<file path="config.mk">
export PLATFORM = sky130hd
export DESIGN_NAME = uart_rx
export DESIGN_NICKNAME = d
export VERILOG_FILES = /design/src/rtl/uart_rx.sv
export SDC_FILE = /design/constraint.sdc
export NUM_CORES = 1
export LEC_CHECK = 0
export BUFFER_PORTS_ARGS = -buffer_cell sky130_fd_sc_hd__buf_2
export CAP_MARGIN = 20
export CORE_UTILIZATION = 60
export CTS_CLUSTER_SIZE = 30
export DETAILED_ROUTE_END_ITERATION = 10
export PLACE_DENSITY = 0.8
export SYNTH_ARGS = -nofsm -noshare
export SYNTH_HDL_FRONTEND = slang
export SYNTH_SLANG_ARGS = --single-unit
</file>
<file path="constraint.sdc">
create_clock -name clock -period 4.9 [get_ports clock]
set_clock_uncertainty 0.2 [all_clocks]
set_input_delay 0.49 -clock clock [delete_from_list [all_inputs] [get_ports clock]]
set_output_delay 0.49 -clock clock [all_outputs]
set_load 0.005 [all_outputs]
</file>
<file path="src/rtl/uart_rx.sv">
// UART receiver: 8N1, LSB first, mid-bit sampling with start-glitch rejection,
// stop-bit check, and a has_data/data_read handshake with overrun reporting.
module uart_rx #(
   parameter int unsigned CLKS_PER_BIT = 87
) (
   input  logic       clock,
   input  logic       reset,
   input  logic       incoming_bit,
   input  logic       data_read,
   output logic [7:0] data_received,
   output logic       has_data,
   output logic       is_receiving,
   output logic       framing_error,
   output logic       overrun
);

   localparam int unsigned CW = 16;
   localparam logic [CW-1:0] HALF = CW'((CLKS_PER_BIT - 1) / 2);
   localparam logic [CW-1:0] LAST = CW'(CLKS_PER_BIT - 1);

   typedef enum logic [2:0] {
      IDLE      = 3'd0,
      START_BIT = 3'd1,
      DATA_BITS = 3'd2,
      STOP_BIT  = 3'd3,
      WAIT_HIGH = 3'd4
   } state_t;

   state_t          state, state_n;
   logic            sync1, line;
   logic [CW-1:0]   counter, counter_n;
   logic [2:0]      bit_index, bit_index_n;
   logic [7:0]      shift, shift_n;
   logic [7:0]      data_n;
   logic            has_data_n, receiving_n, framing_n, overrun_n;

   // Two-flop synchronizer; idles high so reset never looks like a start bit
   always_ff @(posedge clock or posedge reset) begin
      if (reset) begin
         sync1 <= 1'b1;
         line  <= 1'b1;
      end else begin
         sync1 <= incoming_bit;
         line  <= sync1;
      end
   end

   always_ff @(posedge clock or posedge reset) begin
      if (reset) begin
         state         <= IDLE;
         counter       <= '0;
         bit_index     <= '0;
         shift         <= '0;
         data_received <= '0;
         has_data      <= 1'b0;
         is_receiving  <= 1'b0;
         framing_error <= 1'b0;
         overrun       <= 1'b0;
      end else begin
         state         <= state_n;
         counter       <= counter_n;
         bit_index     <= bit_index_n;
         shift         <= shift_n;
         data_received <= data_n;
         has_data      <= has_data_n;
         is_receiving  <= receiving_n;
         framing_error <= framing_n;
         overrun       <= overrun_n;
      end
   end

   always_comb begin
      state_n     = state;
      counter_n   = counter;
      bit_index_n = bit_index;
      shift_n     = shift;
      data_n      = data_received;
      has_data_n  = has_data;
      framing_n   = 1'b0;
      overrun_n   = 1'b0;

      if (data_read && has_data) has_data_n = 1'b0;

      case (state)
         IDLE: begin
            counter_n   = '0;
            bit_index_n = '0;
            if (!line) state_n = START_BIT;
         end
         START_BIT: begin
            if (counter == HALF) begin
               counter_n = '0;
               state_n   = line ? IDLE : DATA_BITS;
            end else begin
               counter_n = counter + CW'(1);
            end
         end
         DATA_BITS: begin
            if (counter == LAST) begin
               counter_n          = '0;
               shift_n[bit_index] = line;
               if (bit_index == 3'd7) state_n = STOP_BIT;
               else                   bit_index_n = bit_index + 3'd1;
            end else begin
               counter_n = counter + CW'(1);
            end
         end
         STOP_BIT: begin
            if (counter == LAST) begin
               counter_n = '0;
               if (line) begin
                  // A coincident data_read consumes the old byte, so no overrun
                  data_n     = shift;
                  has_data_n = 1'b1;
                  overrun_n  = has_data && !data_read;
                  state_n    = IDLE;
               end else begin
                  framing_n = 1'b1;
                  state_n   = WAIT_HIGH;
               end
            end else begin
               counter_n = counter + CW'(1);
            end
         end
         WAIT_HIGH: begin
            counter_n = '0;
            if (line) state_n = IDLE;
         end
         default: begin
            state_n     = IDLE;
            counter_n   = '0;
            bit_index_n = '0;
         end
      endcase

      receiving_n = (state_n == START_BIT) || (state_n == DATA_BITS) ||
                    (state_n == STOP_BIT);
   end

endmodule

</file>
==> metrics.cfg <==
[place]
placed_area_um2=2230
place_ws_ps=2380
place_congestion=0.962
port-buffer-count=15
dp_hpwl_um=2660
dp.cells=243

[pwr]
powerDensity_nw_per_um2=257
finalPower_mw=0.589
vdd_drop_max_mv=0.193
power.leakage_nw=1.07

[yosys]
synth.net_count=198
synthTopCellsByArea=dfrtp_1 (49%), mux2_2 (8.4%), nor2_1 (4.9%)
yosysWarnings=0
synth-seq-area-share=0.517
yosysUniqueCellTypes=44
yosys.area.top_type=dfrtp_1
synth_top_cell_area_share=0.492
ys_ff_latch=44
synth_edf_count=0
ys_async_sr_fraction=1.00
ys.flop_type=dfrtp_1
syn_inst=190
syn_area_um2=2140
avgSynthCellArea_um2=11.2

[drt]
drc=0
dr.pass1.iters=5
post_drt_wl_per_cell_um=14.8
ant_nets=0
wirelength_um=3730
drtIter0Drc=66
via_per_inst=5.75
num_vias=1448

[clock_network]
clock_latency_ps=370
cts.sinks=44
h-tree-depth=2
cts_tree=built
clk_pin_slew_worst_paths_ps=140
cts-root-buf=clkbuf_4
post_cts_resize_count=0
clockBufferDepth=2
cts_buffers=5

[setup_path]
slowest_stage=or4_4
endpoint_kind=flip-flop
cp.arrival_ps=2600
critPathTopFamily=simple AND/OR/NAND/NOR gates
path_class=reg -> reg
crit_top_cell=or4_4
crit_chain=or4_4 > or4_4 > mux2i_1 > or3_1 > or2_1
slowest_delay_ps=570
cp_max_fo=6
cp-start-kind=flip-flop
cp_data_required_time_ps=4960
worst-path-buf-inv=0

[final_layout]
fin_cells=252
drive_gt1_frac=0.267
area_growth_pct=7.38
stdcell_area_um2=2290
postLayoutCoreUtil=0.682
nets=213
n_antenna_cell=0

[timing]
slew_headroom=0.548
fin_ws_ps=2370
grt_setup_unrepaired=no
fin_crit_ps=2530
fin_crit_sh=0.517
hold_ws_ps=15.6
fin_tns_setup_ps=0
worst_pin_slew_ps=671
finalMaxSlewViolations=0
fmax_ghz=0.395
hold_viol_final=0
setup_viol_count_final=0

[floorplan]
die_h_um=61.7
io_pins=16
rows=21
die_w_um=61.7
start_util=0.635
coreArea_um2=3360
floorplan.die_area_um2=3800

[job]
cap_violations=0

[outcome]
status=complete, no violations

[global_routing]
antenna_found_initial=0
grt_pass1_wl_um=6150
grt_overflow_total=0
grt_use_total=0.230
grt_max_degree=45
grt_pass1_vias=1374

[hold_path]
hold_class=in -> async

-- cell families (layout without fill, tap and decap cells) --
family / count (synthesis) / after routing / share of synthesized area
DFF: 44 / 44 / 0.517
adders and majority gates: 4 / 4 / 0.0234
AOI/OAI and AO/OA: 10 / 10 / 0.0428
and+or+nand+nor: 87 / 87 / 0.235
xor gates and xnor gates: 14 / 14 / 0.0574
muxes: 18 / 18 / 0.0961
buffers and inverters: 13 / 29 / 0.0287
-- final timing paths --
kind                                  from      endpoint  slack (ps)  depth (start not counted)
worst max-delay path            counter[8]  is_receiving        2370                          5
worst min-delay path                 reset    counter[9]          20                          3
worst max register to register  counter[8]  is_receiving        2370                          5
worst min register to register       sync1          line         160                          0
max in group asynchronous            reset         sync1        4110                          3
min in group clock                   sync1          line         160                          0
-- registers in the layout, summed over array words and instances, names as in the netlist --
name           count
bit_index          3
counter           16
data_received      8
framing_error      1
has_data           1
is_receiving       1
line               1
overrun            1
shift              8
state              3
sync1              1
-- cells in the final DEF, fill, tap and decap left out, drive strengths merged, types with 6 or more instances in the layout --
cell,n
mux2,17
nand3,11
dfrtp,42
clkbuf,6
xor2,9
buf,16
nand2,10
nor2,28
-- synthesized netlist by cell type (all sizes together), types with 2 or more instances --
master and count:
or2 4, nand3 11, nand2 10, nor4 4
nand2b 2, dfrtp 42, dfstp 2, clkbuf 5
a22o 2, a21oi 3, nand4 5, nor3 5
mux2 17, xnor2 5, and4 2, nor3b 3
xor2 9, or3 3, ha 4, or4 2
inv 4, nor2 28, buf 4, nand3b 2
-- worst register-to-register path, delay by kind of cell (launching register included) --
family	cells	cell delay (ps)
AND/OR/NAND/NOR	4	1640
flip-flops	1	460
multiplexers	1	130
-- layout make-up --
type,count,area [um^2]
sequential,44,1100
timing repair buffer,17,92.6
clock buffer,6,41.3
tap,46,57.6
inverter,4,15.0
fill,260,1070
multi-input combinational,133,971
clock inverter,2,12.5
-- layer usage --
layer  share of wire  vias to the layer above  routed length [um]  track usage
li1                -                      693                   -            -
met1            0.44                      709                1660        0.294
met2            0.50                       39                1850        0.356
met3           0.043                        7                 159       0.0777
met4           0.018                        0                  66        0.102
met5               0                        -                   0            0
-- repair_timing --
item,in CTS,in global routing
hold buffers,0,1
buffers inserted,0,0
endpoints found under the hold margin,0,1
-- power breakdown --
part | internal (mW) | leakage [nW] | switching [mW] | total, mW
Sequential | 0.370 | 0.597 | 0.00796 | 0.378
Clock | 0.0554 | 0.0282 | 0.118 | 0.173
Combinational | 0.0136 | 0.448 | 0.0243 | 0.0378
Total | 0.439 | 1.07 | 0.150 | 0.589
Note: power is estimated with default switching activity, not from simulation.
